`src/rtl/tx_arbiter_pkg.sv`:
```
// Shared types and constants for the UART packet arbiter.
package tx_arbiter_pkg;
   typedef enum logic [1:0] {IDLE, START, WAIT_DONE} state_t;
   localparam logic [3:0] HDR_NIBBLE = 4'hA;
   localparam logic [1:0] LAST_IDX   = 2'd2;
endpackage

```
`src/rtl/rr_arbiter.sv`:
```
// Combinational round-robin pick: nearest requester after i_last, wrapping.
module rr_arbiter #(
   parameter int NUM_REQ = 3,
   parameter int IDW     = 2
) (
   input  logic [NUM_REQ-1:0] i_req,
   input  logic [IDW-1:0]     i_last,
   output logic               o_valid,
   output logic [IDW-1:0]     o_grant
);
   int w_dist;
   int w_best;

   // Distance 0 is the requester right after i_last; the smallest distance wins.
   always_comb begin
      o_valid = 1'b0;
      o_grant = '0;
      w_best  = NUM_REQ;
      w_dist  = 0;
      for (int j = 0; j < NUM_REQ; j++) begin
         w_dist = (j + 2 * NUM_REQ - 1 - int'(i_last)) % NUM_REQ;
         if (i_req[j] && (w_dist < w_best)) begin
            w_best  = w_dist;
            o_valid = 1'b1;
            o_grant = IDW'(j);
         end
      end
   end
endmodule

```
`src/rtl/tx_arbiter.sv`:
```
// Grants requesters round-robin and sends each latched word as a 3-byte
// packet (header, upper, lower) through one shared UART transmitter.
module tx_arbiter
   import tx_arbiter_pkg::*;
#(
   parameter  int NUM_REQ    = 3,
   parameter  int WORD_WIDTH = 16,
   localparam int IDW        = (NUM_REQ > 1) ? $clog2(NUM_REQ) : 1
) (
   input  logic                          clk,
   input  logic                          rst_in,
   input  logic [NUM_REQ-1:0]            req_i,
   input  logic [NUM_REQ*WORD_WIDTH-1:0] data_i,
   output logic [NUM_REQ-1:0]            ack_o,
   output logic [7:0]                    byte_o,
   output logic                          start_o,
   input  logic                          tx_done_i,
   output logic                          busy_o,
   output logic [IDW-1:0]                grant_id_o
);
   state_t                r_state, w_next;
   logic [1:0]            r_idx;
   logic [IDW-1:0]        r_id, r_last, w_gnt;
   logic                  w_valid, w_grant, w_adv, w_done;
   logic [WORD_WIDTH-1:0] r_word, w_word;
   logic [7:0]            r_byte, w_upper;
   logic [NUM_REQ-1:0]    r_ack, w_ack;

   rr_arbiter #(.NUM_REQ(NUM_REQ), .IDW(IDW)) u_rr (
      .i_req   (req_i),
      .i_last  (r_last),
      .o_valid (w_valid),
      .o_grant (w_gnt)
   );

   always_comb begin
      w_word = '0;
      for (int j = 0; j < NUM_REQ; j++)
         if (w_gnt == IDW'(j)) w_word = data_i[j*WORD_WIDTH +: WORD_WIDTH];
   end

   assign w_upper = 8'(r_word >> 8);

   // No grant while ack is showing, so a requester holding req_i re-arbitrates
   // only in the cycle after its ack.
   always_comb begin
      w_next  = r_state;
      w_grant = 1'b0;
      w_adv   = 1'b0;
      w_done  = 1'b0;
      case (r_state)
         IDLE: begin
            if (w_valid && (r_ack == '0)) begin
               w_grant = 1'b1;
               w_next  = START;
            end
         end
         START: begin
            if (!tx_done_i) w_next = WAIT_DONE;
         end
         WAIT_DONE: begin
            if (tx_done_i) begin
               if (r_idx < LAST_IDX) begin
                  w_adv  = 1'b1;
                  w_next = START;
               end else begin
                  w_done = 1'b1;
                  w_next = IDLE;
               end
            end
         end
         default: w_next = IDLE;
      endcase
   end

   always_comb begin
      w_ack = '0;
      for (int j = 0; j < NUM_REQ; j++)
         if (w_done && (r_id == IDW'(j))) w_ack[j] = 1'b1;
   end

   always_ff @(posedge clk) begin
      if (rst_in) r_state <= IDLE;
      else        r_state <= w_next;
   end

   always_ff @(posedge clk) begin
      if (rst_in) begin
         r_idx  <= '0;
         r_id   <= '0;
         r_last <= IDW'(NUM_REQ - 1);
         r_word <= '0;
         r_byte <= '0;
         r_ack  <= '0;
      end else begin
         r_ack <= w_ack;
         if (w_grant) begin
            r_id   <= w_gnt;
            r_last <= w_gnt;
            r_word <= w_word;
            r_byte <= {HDR_NIBBLE, 4'(w_gnt)};
            r_idx  <= '0;
         end
         if (w_adv) begin
            r_idx  <= r_idx + 2'd1;
            r_byte <= (r_idx == 2'd0) ? w_upper : r_word[7:0];
         end
      end
   end

   assign ack_o      = r_ack;
   assign byte_o     = r_byte;
   assign start_o    = (r_state == START);
   assign busy_o     = (r_state != IDLE);
   assign grant_id_o = r_id;
endmodule

```
`config.mk`:
```
export PLATFORM = sky130hd
export DESIGN_NAME = tx_arbiter
export DESIGN_NICKNAME = d
export VERILOG_FILES = /design/src/rtl/tx_arbiter_pkg.sv /design/src/rtl/rr_arbiter.sv /design/src/rtl/tx_arbiter.sv
export SDC_FILE = /design/constraint.sdc
export NUM_CORES = 1
export LEC_CHECK = 0
export CAP_MARGIN = 15
export CORE_AREA = 2 2 89 91
export CTS_CLUSTER_SIZE = 30
export DETAILED_ROUTE_END_ITERATION = 6
export DIE_AREA = 0 0 91 93
export GPL_ROUTABILITY_DRIVEN = 0
export HOLD_SLACK_MARGIN = 0.15
export PLACE_DENSITY = 0.69
export REMOVE_ABC_BUFFERS = 1
export SLEW_MARGIN = 40
export SYNTH_ARGS = -nofsm -noshare
export SYNTH_HDL_FRONTEND = slang
export SYNTH_SLANG_ARGS = --single-unit
```
`constraint.sdc`:
```
create_clock -name clk -period 6.6 [get_ports clk]
set_input_delay 0.99 -clock clk [delete_from_list [all_inputs] [get_ports clk]]
set_output_delay 0.99 -clock clk [all_outputs]
set_load 0.01 [all_outputs]
```
# [After elaboration in Yosys (flattened, before gate mapping)]
# Index checks and enable logic that the tools add are counted.
[totals] regBits=35 in_bits=54 out_inout_bits=15 elab_cells=73
[op_classes] addsub=4 div=3 n_lt_le_gt_ge=4 n_eq_ne=9 muxes=31 n_reduce_logical=15
[ops] op="$mod 32x3->32 const B" n=3
[ops] op="$lt 32x32->1" n=2
[ops] op="$mux 32" n=2
[ops] op="$mux 16" n=3
[ops] op="$lt 32x3->1 const B" n=1
[ops] op="$mux 8" n=3
[ops] op="$mux 1" n=16
[ops] op="$mux 2" n=6
[ops] op="$sub 3x2->4 const A" n=3
[ops] op="$logic_not 2->1" n=4
[ops] op="$logic_and 1x1->1" n=7
[ops] op="$eq 2x1->1 const B" n=3
[ops] op="$eq 2x2->1 const B" n=3
[ops] op="$ne 2x2->1 const B" n=3
[ops] op="$pmux 2 s3" n=1
[ops] op="$reduce_bool 2->1" n=2
[ops] op="$logic_not 3->1" n=1
[ops] op="$reduce_and 3->1" n=1
[ops] op="$add 2x1->2 const B" n=1
[ops] op="$lt 2x2->1 const B" n=1

# [Depth between registers and ports, before layout]
[depth] ltp_word=16 depth_mapped=24 ltp_nobuf=20

# [Hierarchy]
# From an unflattened synthesis, not the netlist that was laid out.
[hier_totals] hier_cells=328 hier_area_um2=2827.7
[modules_own_cells] module="tx_arbiter" n_inst=1 cells_per_inst=202 area_each_um2=1845.5 seq_area_each_um2=680.7
[modules_own_cells] module="rr_arbiter" n_inst=1 cells_per_inst=126 area_each_um2=982.2 seq_area_each_um2=0.0

# [Worst setup path before layout]
# Ideal clock, no wire load.
[synth_timing] path_type="input port to flip-flop" from="input req_i[0]" to="register r_last[1]" setup_ns=0.122 arrival_time_ns=5.375 path_slack_ns=1.103 cell_stages=20 cell_sequence="inv_2 -> nor2_1 -> nand2_1 -> ha_1 -> a211oi_1 -> nand3_1 -> o31a_1 -> o21ai_1 -> clkbuf_1 -> a21boi_1 -> ha_1 -> nand2_1 -> o21a_1 -> o221a_2 -> a22oi_1 -> mux2i_1 -> nand3_2 -> buf_6 -> buf_6 -> a221o_1"
[synth_via] elab_chain_len=11 elab_cells_between_ends=14
[synth_rtl] item="from (decl)" line_no="tx_arbiter.sv:12" text="input logic [NUM_REQ-1:0] req_i,"
[synth_rtl] item="$logic_and 1x1->1 (*)" line_no="rr_arbiter.sv:22" text="if (i_req[j] && (w_dist < w_best)) begin"
[synth_rtl] item="$mux 32" line_no="rr_arbiter.sv:22"
[synth_rtl] item="$lt 32x32->1" line_no="rr_arbiter.sv:22"
[synth_rtl] item="$logic_and 1x1->1" line_no="rr_arbiter.sv:22"
[synth_rtl] item="$mux 32" line_no="rr_arbiter.sv:22"
[synth_rtl] item="$lt 32x32->1" line_no="rr_arbiter.sv:22"
[synth_rtl] item="$logic_and 1x1->1" line_no="rr_arbiter.sv:22"
[synth_rtl] item="$mux 1" line_no="rr_arbiter.sv:22"
[synth_rtl] item="$logic_and 1x1->1" line_no="tx_arbiter.sv:53" text="if (w_valid && (r_ack == '0)) begin"
[synth_rtl] item="$mux 1" line_no="tx_arbiter.sv:53"
[synth_rtl] item="$mux 1" line_no="tx_arbiter.sv:51" text="case (r_state)"
[synth_rtl] item="to (signal assigned)" line_no="tx_arbiter.sv:91" text="r_last <= IDW'(NUM_REQ - 1);"
[synth_rtl] item="to (signal assigned)" line_no="tx_arbiter.sv:99" text="r_last <= w_gnt;"
[synth_rtl] item="to (decl)" line_no="tx_arbiter.sv:23" text="logic [IDW-1:0] r_id, r_last, w_gnt;"
# Every way passes the cells marked *; elsewhere a longest branch is shown, timed or not.
# A chain may end at the register's enable or synchronous reset.

# [Worst setup path in the final report]
[layout_timing] from="input req_i[0]" to="register r_word[14]"
[layout_via] elab_chain_len=12 elab_cells_between_ends=21
[layout_rtl] item="$logic_and 1x1->1 (*)" line_no="rr_arbiter.sv:22"
[layout_rtl] item="$mux 32" line_no="rr_arbiter.sv:22"
[layout_rtl] item="$lt 32x32->1" line_no="rr_arbiter.sv:22"
[layout_rtl] item="$logic_and 1x1->1" line_no="rr_arbiter.sv:22"
[layout_rtl] item="$mux 32" line_no="rr_arbiter.sv:22"
[layout_rtl] item="$lt 32x32->1" line_no="rr_arbiter.sv:22"
[layout_rtl] item="$logic_and 1x1->1" line_no="rr_arbiter.sv:22"
[layout_rtl] item="$mux 2" line_no="rr_arbiter.sv:22"
[layout_rtl] item="$logic_not 2->1" line_no="tx_arbiter.sv:39" text="if (w_gnt == IDW'(j)) w_word = data_i[j*WORD_WIDTH +: WORD_WIDTH];"
[layout_rtl] item="$mux 16 (3 in series)" line_no="tx_arbiter.sv:39"
[layout_rtl] item="to (signal assigned)" line_no="tx_arbiter.sv:100" text="r_word <= w_word;"
[layout_rtl] item="to (decl)" line_no="tx_arbiter.sv:25" text="logic [WORD_WIDTH-1:0] r_word, w_word;"
# Marks and branches as above.

==> impl_metrics.py <==
metrics = {
    "sta": {
        "slew_violations": 0,
        "timing_limited_maximum_frequency_mhz": 163,
        "worst_clock_skew_ps": 2.86,
        "worstMarginPinSlew_ps": 653,
        "layout_worst_path_cycle_share_pct": 92.7,
        "timing.final.hold_violations": 0,
        "finalCriticalPeriod_ps": 6120,
        "setup_violations": 0,
        "timing.setup.tns_ps": 0,
        "rsz0062_at_grt": "false",
        "slew_headroom_pct": 56.3,
    },
    "placed_design": {
        "post-dp-hpwl_um": 4760,
        "port-buffer-count": 68,
    },
    "grt": {
        "grt_start_max_net_pins": 19,
        "globalRouteOverflowTotal": 0,
        "grt_first_pass_wirelength_um": 9830,
        "grt_use_total_pct": 13.9,
        "grt_antenna_before_repair": 0,
        "grt_pass1_vias": 2213,
    },
    "power_and_ir_drop": {
        "power.combinational.fraction_pct": 66.6,
        "power.share.clock_pct": 11.5,
        "power.switching_mw": 0.579,
        "leakage_nw": 1.43,
        "power.density_cell_area_mw_per_mm2": 391,
        "power_frac_seq_pct": 21.9,
        "cell_internal_pwr_mw": 0.763,
        "netSwitchingFraction_pct": 43.1,
        "irDropWorstVdd_mv": 0.229,
    },
    "setup_path": {
        "worst_endpoint_data_arrival_time_ps": 6290,
        "worst_r2r_endpoint": "r_word[14]$_SDFFE_PP0P_",
        "worstRegToRegCells": 20,
        "critPathCaptureType": "register",
        "launching_element_of_the_worst_setup_path": "req_i[0]",
        "required_ps": 6770,
        "start_kind": "input pin",
        "timing.critical_path.to": "r_word[14]$_SDFFE_PP0P_",
        "r2r_slack_ps": 1130,
        "launch_instance_of_the_worst_register_to_register_path": "grant_id_o[0]$_SDFFE_PP0P_",
        "setup.worst_path.class": "input pin to register",
        "peak_fanout_along_the_critical_path": 16,
    },
    "logic_synthesis": {
        "synth.area.top_cells": "sky130_fd_sc_hd__dfxtp_1 27%, sky130_fd_sc_hd__ha_1 15%, sky130_fd_sc_hd__mux2i_1 9.8%",
        "postSynthAreaPerCell_um2": 9.61,
        "synthDominantAreaCellType": "sky130_fd_sc_hd__dfxtp_1",
        "synth_edf_count": 0,
        "postSynth.asyncResetShare_pct": 0,
        "syn-instance-count": 265,
        "synth_ff_type": "sky130_fd_sc_hd__dfxtp_1",
        "syn-cell-area_mm2": 0.00255,
        "synth_top_area_share_pct": 26.7,
        "synth_warnings": 0,
        "synthDistinctLibCells": 55,
        "synth.yosys.seq_area_share_pct": 26.7,
        "number_of_flip_flops_and_latches_in_the_synthesized_netlist": 34,
    },
    "clocking": {
        "h-tree-depth": 2,
        "tritoncts_clock_tree": "done",
        "numCtsBuffers": 5,
        "cts.repair_timing.setup_buffer_count": 0,
        "tritoncts_num_sinks": 34,
        "cts_hold_buffers": 0,
        "clk_root_buffer_cell": "sky130_fd_sc_hd__clkbuf_8",
        "clock_tree.buffer_depth": 2,
        "clock_latency_ps": 280,
        "total_of_cells_resized_after_clock_tree_synthesis": 0,
        "clock_transition_time_at_the_flip_flop_clock_pins_of_the_worst_setup_and_hold_paths_ps": 70,
    },
    "routing": {
        "avgRoutedWirePerCell_um": 13.4,
        "route.detailed.drc": 0,
        "num_vias": 2250,
        "ant_nets": 0,
        "dr.first_iter.drc_count": 43,
        "total_iterations_of_the_first_detailed_routing_run": 4,
        "totalWireLength_um": 5900,
        "routed_via_density": 5.13,
    },
    "final_layout": {
        "insertedDiodeCount": 0,
        "drive_above_1_share_pct": 12.2,
        "num-nets-final": 420,
        "multi_input_area_mm2": 0.00177,
        "area_delta_synth_final_pct": 34.9,
        "num-fill-cells": 781,
        "final-seq-area_um2": 681,
        "final_cell_utilization_of_the_core_pct": 45.6,
    },
    "die": {
        "die-height_um": 93,
        "overall_die_width_um": 91,
        "initial_utilization_pct": 33.8,
        "std_cell_rows": 32,
        "floorplan.io_pins": 69,
        "floorplan.die_area_mm2": 0.00846,
        "core_area_mm2": 0.00753,
    },
    "hold_path": {
        "hp-class": "register to register",
    },
    "status": {
        "run_status": "complete, no violations",
    },
    "flow_run": {
        "cap_viol_max_count": 0,
    },
}
[worst min-delay path by stage]
stage | from | endpoint | slack [ps] | cells after the start
CTS | r_word[0]$_SDFFE_PP0P_ | r_word[0]$_SDFFE_PP0P_ | 470 | 1
floorplan | r_word[0]$_SDFFE_PP0P_ | r_word[0]$_SDFFE_PP0P_ | 430 | 1
finish | r_word[9]$_SDFFE_PP0P_ | r_word[9]$_SDFFE_PP0P_ | 460 | 1
global route | r_word[0]$_SDFFE_PP0P_ | r_word[0]$_SDFFE_PP0P_ | 470 | 1
global placement | r_word[11]$_SDFFE_PP0P_ | r_word[11]$_SDFFE_PP0P_ | 440 | 1
detailed placement | byte_o[3]$_SDFFE_PP0P_ | byte_o[3]$_SDFFE_PP0P_ | 450 | 1
[cell type report]
class                   count  share of cell area (%)
multi-input cells         212                    51.6
repair buffers             75                    21.3
well taps                 102                    3.71
flip-flops and latches     34                    19.8
inverters                   8                   0.874
clock inverters             1                   0.146
clock buffers               7                    2.51
[critical path, stage by stage]
cell	delay (ps)
sky130_fd_sc_hd__clkdlybuf4s50_1	640
sky130_fd_sc_hd__inv_2	90
sky130_fd_sc_hd__nor2_1	290
sky130_fd_sc_hd__nand2_1	240
sky130_fd_sc_hd__ha_1	440
sky130_fd_sc_hd__a211oi_1	110
sky130_fd_sc_hd__o31ai_1	330
sky130_fd_sc_hd__o31a_1	280
sky130_fd_sc_hd__o21a_1	170
sky130_fd_sc_hd__nand3_1	190
sky130_fd_sc_hd__a21boi_1	200
sky130_fd_sc_hd__ha_1	360
sky130_fd_sc_hd__nand2_1	70
sky130_fd_sc_hd__o21a_1	160
sky130_fd_sc_hd__o221a_2	280
sky130_fd_sc_hd__a22oi_1	250
sky130_fd_sc_hd__mux2i_1	370
sky130_fd_sc_hd__nand3_2	270
sky130_fd_sc_hd__o31ai_4	220
sky130_fd_sc_hd__buf_4	260
sky130_fd_sc_hd__o2bb2ai_1	90
[synthesized netlist by cell type, types with 2 or more instances]
| cell type | instances |
|---|---|
| sky130_fd_sc_hd__nor2_1 | 11 |
| sky130_fd_sc_hd__dfxtp_1 | 34 |
| sky130_fd_sc_hd__a21o_1 | 4 |
| sky130_fd_sc_hd__and2_1 | 4 |
| sky130_fd_sc_hd__mux2_2 | 16 |
| sky130_fd_sc_hd__o21ai_1 | 3 |
| sky130_fd_sc_hd__or2_1 | 2 |
| sky130_fd_sc_hd__nor2b_1 | 7 |
| sky130_fd_sc_hd__inv_1 | 6 |
| sky130_fd_sc_hd__mux2i_1 | 25 |
| sky130_fd_sc_hd__buf_2 | 3 |
| sky130_fd_sc_hd__o31ai_1 | 2 |
| sky130_fd_sc_hd__nor3_1 | 5 |
| sky130_fd_sc_hd__a21oi_1 | 12 |
| sky130_fd_sc_hd__clkbuf_1 | 4 |
| sky130_fd_sc_hd__nand3_1 | 10 |
| sky130_fd_sc_hd__nand2_1 | 12 |
| sky130_fd_sc_hd__o21ai_0 | 2 |
| sky130_fd_sc_hd__or3_1 | 2 |
| sky130_fd_sc_hd__o211ai_1 | 2 |
| sky130_fd_sc_hd__buf_6 | 2 |
| sky130_fd_sc_hd__buf_4 | 2 |
| sky130_fd_sc_hd__inv_2 | 2 |
| sky130_fd_sc_hd__o2bb2ai_1 | 20 |
| sky130_fd_sc_hd__a211o_1 | 3 |
| sky130_fd_sc_hd__o21a_1 | 3 |
| sky130_fd_sc_hd__a21boi_1 | 7 |
| sky130_fd_sc_hd__ha_1 | 30 |
| sky130_fd_sc_hd__a211oi_1 | 4 |
[cells by family after synthesis]
| kind of cell | count (synthesis) | share of synthesized area, % |
|---|---|---|
| compound gates | 76 | 24.3 |
| xor+xnor | 1 | 0.344 |
| fa+ha+maj | 30 | 14.7 |
| buf+inv | 20 | 3.98 |
| flops | 34 | 26.7 |
| mux | 41 | 16.9 |
| other cells | 1 | 0.147 |
| simple gates | 62 | 12.9 |
[placed cells by master (no fill, tap or decap), types with 3 or more instances in the layout]
master                            count
sky130_fd_sc_hd__dfxtp_1             34
sky130_fd_sc_hd__o21a_1               3
sky130_fd_sc_hd__a211oi_1             4
sky130_fd_sc_hd__clkbuf_8             6
sky130_fd_sc_hd__nand3_1             10
sky130_fd_sc_hd__ha_1                30
sky130_fd_sc_hd__a21o_1               4
sky130_fd_sc_hd__mux2i_1             25
sky130_fd_sc_hd__a21boi_1             7
sky130_fd_sc_hd__nor2_1              11
sky130_fd_sc_hd__o2bb2ai_1           20
sky130_fd_sc_hd__clkdlybuf4s50_1     68
sky130_fd_sc_hd__inv_1                6
sky130_fd_sc_hd__a211o_1              3
sky130_fd_sc_hd__nand2_1             12
sky130_fd_sc_hd__and2_1               4
sky130_fd_sc_hd__nor3_1               5
sky130_fd_sc_hd__mux2_2              16
sky130_fd_sc_hd__buf_4                7
sky130_fd_sc_hd__a21oi_1             12
sky130_fd_sc_hd__nor2b_1              7
[state kept, by name (all words and copies together), names as in the netlist]
signal / cells
r_state: 2
r_word: 16
ack_o: 3
byte_o: 8
grant_id_o: 2
r_idx: 2
r_last: 1
[layer usage]
layer	up-vias	global-route usage (%)	wire length [um]
met5	-	0	0
met4	0	3.54	53
met3	6	2.98	301
met2	50	26.2	2950
met1	1052	15.8	2600
li1	1142	-	-
[power groups by stage]
stage	registers [mW]	clock network [mW]	logic, mW
3_3_place_gp	0.298	0	0.885
6_report	0.294	0.154	0.895
2_1_floorplan	0.296	0	0.636
5_1_grt	0.300	0.165	0.982
4_1_cts	0.295	0.159	0.904
3_5_place_dp	0.298	0	0.897
[through the flow]
stage                     total power, mW  hold slack [ps]  setup slack (ps)  instances  area [um2]
final                                1.34              464               482        439        3440
after global routing                 1.45              474              8.41        439        3440
after CTS                            1.36              468               516        439        3440
after detailed placement             1.20              447               236        431        3340
after global placement               1.18              444               397        431        3340
after floorplan                     0.931              432               250        254        2480
No activity file was read; power rests on OpenSTA's default activity.
